File: src/rtl/jt12_timer_regs.sv
// CPU-side register front end for the jt12 timer pair: decodes port writes to 0x24-0x27
// into timer controls and returns the status byte {busy, 5'b0, flag_B, flag_A}.
module jt12_timer_regs #(
  parameter int BUSY_CYCLES = 32,
  parameter int BUSY_W      = 6
) (
  input  logic        clk,
  input  logic        rst,
  input  logic        clk_en,
  input  logic        cs_n,
  input  logic        wr_n,
  input  logic [1:0]  addr,
  input  logic [7:0]  din,
  input  logic        flag_A,
  input  logic        flag_B,
  output logic [7:0]  dout,
  output logic        busy,
  output logic [9:0]  value_A,
  output logic [7:0]  value_B,
  output logic        load_A,
  output logic        load_B,
  output logic        enable_irq_A,
  output logic        enable_irq_B,
  output logic        clr_flag_A,
  output logic        clr_flag_B,
  output logic [1:0]  csm
);

  localparam logic [BUSY_W-1:0] BUSY_LOAD = BUSY_W'(BUSY_CYCLES);

  logic              wr_q;
  logic              sel_part;
  logic [7:0]        sel_addr;
  logic [BUSY_W-1:0] busy_cnt;
  logic [BUSY_W-1:0] busy_cnt_nxt;
  logic              wr_act;
  logic              wr_ev;
  logic              data_we;

  assign wr_act  = ~cs_n & ~wr_n;
  assign wr_ev   = wr_act & ~wr_q;
  // part II and data writes to an unselected part still reload busy, but never touch registers
  assign data_we = wr_ev & addr[0] & ~sel_part & ~addr[1];

  // a data-write reload takes priority over a same-edge clk_en decrement
  always_comb begin
    busy_cnt_nxt = busy_cnt;
    if (wr_ev && addr[0])
      busy_cnt_nxt = BUSY_LOAD;
    else if (clk_en && busy_cnt != '0)
      busy_cnt_nxt = busy_cnt - BUSY_W'(1);
  end

  always_ff @(posedge clk or posedge rst) begin
    if (rst) begin
      wr_q     <= 1'b0;
      busy_cnt <= '0;
      busy     <= 1'b0;
    end else begin
      wr_q     <= wr_act;
      busy_cnt <= busy_cnt_nxt;
      busy     <= (busy_cnt_nxt != '0);
    end
  end

  always_ff @(posedge clk or posedge rst) begin
    if (rst) begin
      sel_addr     <= 8'h00;
      sel_part     <= 1'b0;
      value_A      <= 10'h000;
      value_B      <= 8'h00;
      load_A       <= 1'b0;
      load_B       <= 1'b0;
      enable_irq_A <= 1'b0;
      enable_irq_B <= 1'b0;
      clr_flag_A   <= 1'b0;
      clr_flag_B   <= 1'b0;
      csm          <= 2'b00;
    end else begin
      clr_flag_A <= 1'b0;
      clr_flag_B <= 1'b0;
      if (wr_ev && !addr[0]) begin
        sel_addr <= din;
        sel_part <= addr[1];
      end
      if (data_we) begin
        case (sel_addr)
          8'h24: value_A[9:2] <= din;
          8'h25: value_A[1:0] <= din[1:0];
          8'h26: value_B      <= din;
          8'h27: begin
            csm          <= din[7:6];
            clr_flag_B   <= din[5];
            clr_flag_A   <= din[4];
            enable_irq_B <= din[3];
            enable_irq_A <= din[2];
            load_B       <= din[1];
            load_A       <= din[0];
          end
          default: ;
        endcase
      end
    end
  end

  assign dout = {busy, 5'b00000, flag_B, flag_A};

endmodule

File: config.mk
export PLATFORM = sky130hd
export DESIGN_NAME = jt12_timer_regs
export DESIGN_NICKNAME = d
export VERILOG_FILES = /design/src/rtl/jt12_timer_regs.sv
export SDC_FILE = /design/constraint.sdc
export NUM_CORES = 1
export LEC_CHECK = 0
export ABC_CLOCK_PERIOD_IN_PS = 2000
export CORE_MARGIN = 5
export CORE_UTILIZATION = 25
export DETAILED_ROUTE_END_ITERATION = 16
export SYNTH_ARGS = -nofsm -noshare
export SYNTH_HDL_FRONTEND = slang
export SYNTH_SLANG_ARGS = --single-unit
export TNS_END_PERCENT = 1
File: constraint.sdc
create_clock -name clk -period 2 [get_ports clk]
set_input_delay 0.2 -clock clk [delete_from_list [all_inputs] [get_ports clk]]
set_output_delay 0.2 -clock clk [all_outputs]
set_load 0.01 [all_outputs]
### Word level (Yosys, flattened, before mapping)

Cells that the tools add are included.
W data, S select, Z words.

* register bits: 43
* bits of input ports: 17
* output and inout port bits: 35
* word-level logic and storage cells: 46

* add/sub/neg operators: 1
* eq/ne operators: 4
* muxes and demuxes: 6
* bitwise logic cells: 10
* reductions and logical operators: 10

Operator list (number)
* $eq A8 B6 Y1 const B: 4
* $mux W6: 2
* $reduce_bool A6 Y1: 2
* $reduce_and A2 Y1: 4
* $sub A6 B1 Y6 const B: 1
* $and A1 B1 Y1: 5
* $not A1 Y1: 5
* $mux W1: 4
* $logic_and A1 B1 Y1: 3
* $logic_not A1 Y1: 1

### Longest topological paths before layout

* depth in word-level cells: 7
* mapped depth: 6

### Worst setup path before layout

OpenSTA, ideal clock, no wires.

* path kind: register to register
* from: register busy_cnt[0]
* to: register busy
* library setup time: 0.143 ns
* data arrival time: 1.817 ns
* required time: 1.857 ns
* path slack: 0.039 ns
* cell stages (with the launch flop): 7
* period minus slack after synthesis: 1.961 ns
* cells stage by stage: dfrtp_1 > inv_1 > ha_1 > or4b_1 > o21a_1 > o31ai_1 > nand4b_4

* cells in the longest elaborated chain, start to end: 5
* elaborated cells between the ends (all ways): 6
* those cells by class: add/sub: 1; mux: 2; reduce/logical: 3

RTL lines
* from (decl): line 34 `logic [BUSY_W-1:0] busy_cnt;`
* from (signal assigned): line 61 `busy_cnt <= busy_cnt_nxt;`
* branches (longest 2 deep; another with $sub A6 B1 Y6)
* $mux W6 (*): line 50 `else if (clk_en && busy_cnt != '0)`
* $mux W6 (*): line 48 `if (wr_ev && addr[0])`
* $reduce_bool A6 Y1 (*): line 62 `busy <= (busy_cnt_nxt != '0);`
* to (signal assigned): line 62
* to (decl): line 17 `output logic busy,`

Mark *: on every way between the ends.
A chain may end at the register's enable or synchronous reset.

### Final worst setup path

* from: register busy_cnt[0]
* to: register busy

* cells in the longest elaborated chain, start to end: 5
* elaborated cells between the ends (all ways): 6
* those cells by class: add/sub: 1; mux: 2; reduce/logical: 3

RTL lines
* branches (longest 2 deep; another with $sub A6 B1 Y6)
* $mux W6 (*): line 50
* $mux W6 (*): line 48
* named net busy_cnt_nxt[5]: line 35 `logic [BUSY_W-1:0] busy_cnt_nxt;`
* $reduce_bool A6 Y1 (*): line 62

Mark *: on every way through the listed nets, which the timed path passes.

==> flow_metrics.env <==
export IMPL_status="finished clean"
export IMPL_ctsHoldBuffers=0
export IMPL_clk_pin_slew_ns=0.09
export IMPL_layout_min_cycle_time_ns=1.897
export IMPL_cts_resized=0
export IMPL_yosys_top_cells_area="dfrtp_1 (56%), mux2_2 (19%), buf_4 (3.5%)"
export IMPL_ios=52
export IMPL_power_internal_mw=1.583
export IMPL_grt_overflow=0
export IMPL_setup_viol=0
export IMPL_yosysSeqAreaShare_pct=56.10
export IMPL_seq_power_share_pct=46.2
export IMPL_cts_tree="done"
export IMPL_end_kind="register"
export IMPL_synth_top_cell_by_area="dfrtp_1"
export IMPL_postRouteAntennaNets=0
export IMPL_core_rowCount=32
export IMPL_drive_above_1_share_pct=32.84
export IMPL_grt_met3_usage_pct=2.656
export IMPL_power_density_nw_per_um2=866.1
export IMPL_clkLatencyLatePin_ns=0.30
export IMPL_diodes=0
export IMPL_hold_violations=0
export IMPL_dp_hpwl_um=2979
export IMPL_fmaxAchievable_ghz=0.5271
export IMPL_met2_usage_pct=12.23
export IMPL_rsz0062_at_grt="no"
export IMPL_syn_avg_cell_area_um2=13.70
export IMPL_grtUsageTotal_pct=8.867
export IMPL_synth_common_cells="dfrtp_1 (43), mux2_2 (33), nor2_1 (13)"
export IMPL_period_share_pct=94.86
export IMPL_p_leak_nw=1.210
export IMPL_synth_top_cell_area_share_pct=56.10
export IMPL_drcViolationCount=0
export IMPL_area_growth_pct=37.70
export IMPL_p_switching_mw=0.7052
export IMPL_synthCells=140
export IMPL_vdd_drop_max_mv=0.2566
export IMPL_finalSetupTns_ns=0
export IMPL_worst_setup_path_type="register to register"
export IMPL_coreArea_um2=7607
export IMPL_cts_max_path_buffers=2
export IMPL_drt_total_wl_um=3978
export IMPL_finalClockSkew_ns=0.008747
export IMPL_grt_pass1_vias=1290
export IMPL_first_pass_iters=3
export IMPL_clock_sinks=43
export IMPL_grt_max_degree=28
export IMPL_stdcell_count=303
export IMPL_worst_path_max_fanout=3
export IMPL_holdWs_ns=0.1929
export IMPL_cap_viol_max_count=0
export IMPL_p_total_mw=2.288
export IMPL_antenna_found_initial=0
export IMPL_synth_most_common_cell="dfrtp_1"
export IMPL_placed_cell_area_um2=2549
export IMPL_worstSetupStartpointType="register"
export IMPL_wl_per_cell_um=13.13
export IMPL_initial_utilization_pct=25.21
export IMPL_top_usage_layer="met1"
export IMPL_ys_async_sr_fraction_pct=100.0
export IMPL_ys_ff_latch=43
export IMPL_root_buffer="clkbuf_8"
export IMPL_sw_frac_of_total_pct=30.82
export IMPL_placed_cells=295
export IMPL_synth_area_um2=1918
export IMPL_pwr_share_comb_pct=28.7
export IMPL_portBuffers=42
export IMPL_worstPathArrival_ns=2.08
export IMPL_via_per_inst=4.152
export IMPL_die_y_um=97.59
export IMPL_grt_pass1_wl_um=6699
export IMPL_htree_levels=2
export IMPL_stdcell_area_um2=2641
export IMPL_yosysWarnings=0
export IMPL_postCtsSetupRepairBufs=0
export IMPL_finalMaxSlewViolations=0
export IMPL_synth_flop_cell="dfrtp_1"
export IMPL_vias=1258
export IMPL_finalNetCount=219
export IMPL_gp_congestion=0.8123
export IMPL_synthDistinctLibCells=37
export IMPL_globalRouteMet1Util_pct=12.71
export IMPL_die_w_um=97.59
export IMPL_cp_required_ns=2.19
export IMPL_clkPwrFrac_pct=25.1
export IMPL_drtIter0Drc=46
export IMPL_cts_buffers=5
export IMPL_hold_path_class="input port to asynchronous set/reset pin"
export IMPL_dieArea_um2=9524
export IMPL_synth_edf_count=0
power groups by stage:
stage | clock [mW] | sequential [mW] | combinational (mW)
3_3_place_gp | 0 | 1.07 | 0.656
2_1_floorplan | 0 | 1.08 | 0.393
3_5_place_dp | 0 | 1.07 | 0.665
6_report | 0.573 | 1.06 | 0.656
4_1_cts | 0.597 | 1.06 | 0.666
5_1_grt | 0.639 | 1.07 | 0.729
final timing paths:
check	startpoint	to	slack, ns	cells after the start
worst max-delay path	busy_cnt[0]	busy	0.10	5
worst min-delay path	rst	clr_flag_B	0.19	2
worst max register to register	busy_cnt[0]	busy	0.10	5
worst min register to register	value_A[1]	value_A[1]	0.51	1
max in group asynchronous	rst	clr_flag_A	1.33	3
min in group clk	flag_B	dout[1]	0.40	0
sequential cells by signal (all words and copies together), names as in the netlist:
| signal | flops |
|---|---|
| value_A | 10 |
| sel_addr | 8 |
| value_B | 8 |
| busy_cnt | 6 |
| csm | 2 |
| busy | 1 |
| clr_flag_A | 1 |
| clr_flag_B | 1 |
| enable_irq_A | 1 |
| enable_irq_B | 1 |
| load_A | 1 |
| load_B | 1 |
| sel_part | 1 |
| wr_q | 1 |
worst max-delay path, cell delays in order (launching register included):
cell      delay [ns]
dfrtp_1         0.40
buf_4           0.15
or4b_4          0.53
o31a_1          0.25
a211o_1         0.29
nand4b_4        0.16
layout make-up:
| type | instances | area [um^2] |
|---|---|---|
| inverter | 5 | 18.77 |
| sequential | 43 | 1076 |
| clock buffer | 5 | 68.82 |
| multi-input combinational | 86 | 765.7 |
| tap | 102 | 127.6 |
| fill | 769 | 4966 |
| clock inverter | 3 | 23.77 |
| timing repair buffer | 59 | 560.5 |
stage by stage:
stage	utilization, %	worst slack [ns]
finish	34.72	0.1028
CTS	34.72	0.08533
global route	34.72	0.008564
floorplan	-	0.03943
detailed placement	33.50	0.01221
global placement	33.50	0.02993
metal layers:
layer	wire, um	up-vias
met5	0	-
met4	72	0
met3	188	6
met2	1751	33
met1	1966	609
li1	-	610
cell usage in the layout (no fill, tap or decap), drive strengths merged:
cell type / netlist / routed
dfrtp: 43 / 43
clkdlybuf4s50: 0 / 42
mux2: 33 / 33
buf: 10 / 17
nor2: 13 / 13
inv: 5 / 6
conb: 1 / 5
clkbuf: 0 / 5
nor4b: 3 / 3
a21oi: 2 / 2
a31oi: 2 / 2
a211oi: 2 / 2
ha: 2 / 2
clkinvlp: 0 / 2
nand3b: 2 / 2
nand2: 2 / 2
or4b: 2 / 2
and3: 1 / 1
nor4: 1 / 1
nand3: 1 / 1
nor2b: 1 / 1
nand2b: 1 / 1
nand4: 1 / 1
o21ai: 1 / 1
nor3: 1 / 1
o31a: 1 / 1
a211o: 1 / 1
a21boi: 1 / 1
o21a: 1 / 1
xnor2: 1 / 1
o2111ai: 1 / 1
o31ai: 1 / 1
o21bai: 1 / 1
a21o: 1 / 1
nand4b: 1 / 1
kinds of logic (layout without fill, tap and decap cells):
kind of cell | Yosys count | in the layout | share of synthesized area, %
DFF | 43 | 43 | 56.10
muxes | 33 | 33 | 19.37
and+or+nand+nor | 30 | 30 | 12.26
AOI/OAI and AO/OA | 15 | 15 | 5.545
buffers and inverters | 15 | 72 | 4.762
adders and majority gates | 2 | 2 | 1.304
other | 1 | 5 | 0.1955
xor gates and xnor gates | 1 | 1 | 0.4567
Power figures use the tool's default switching activity.
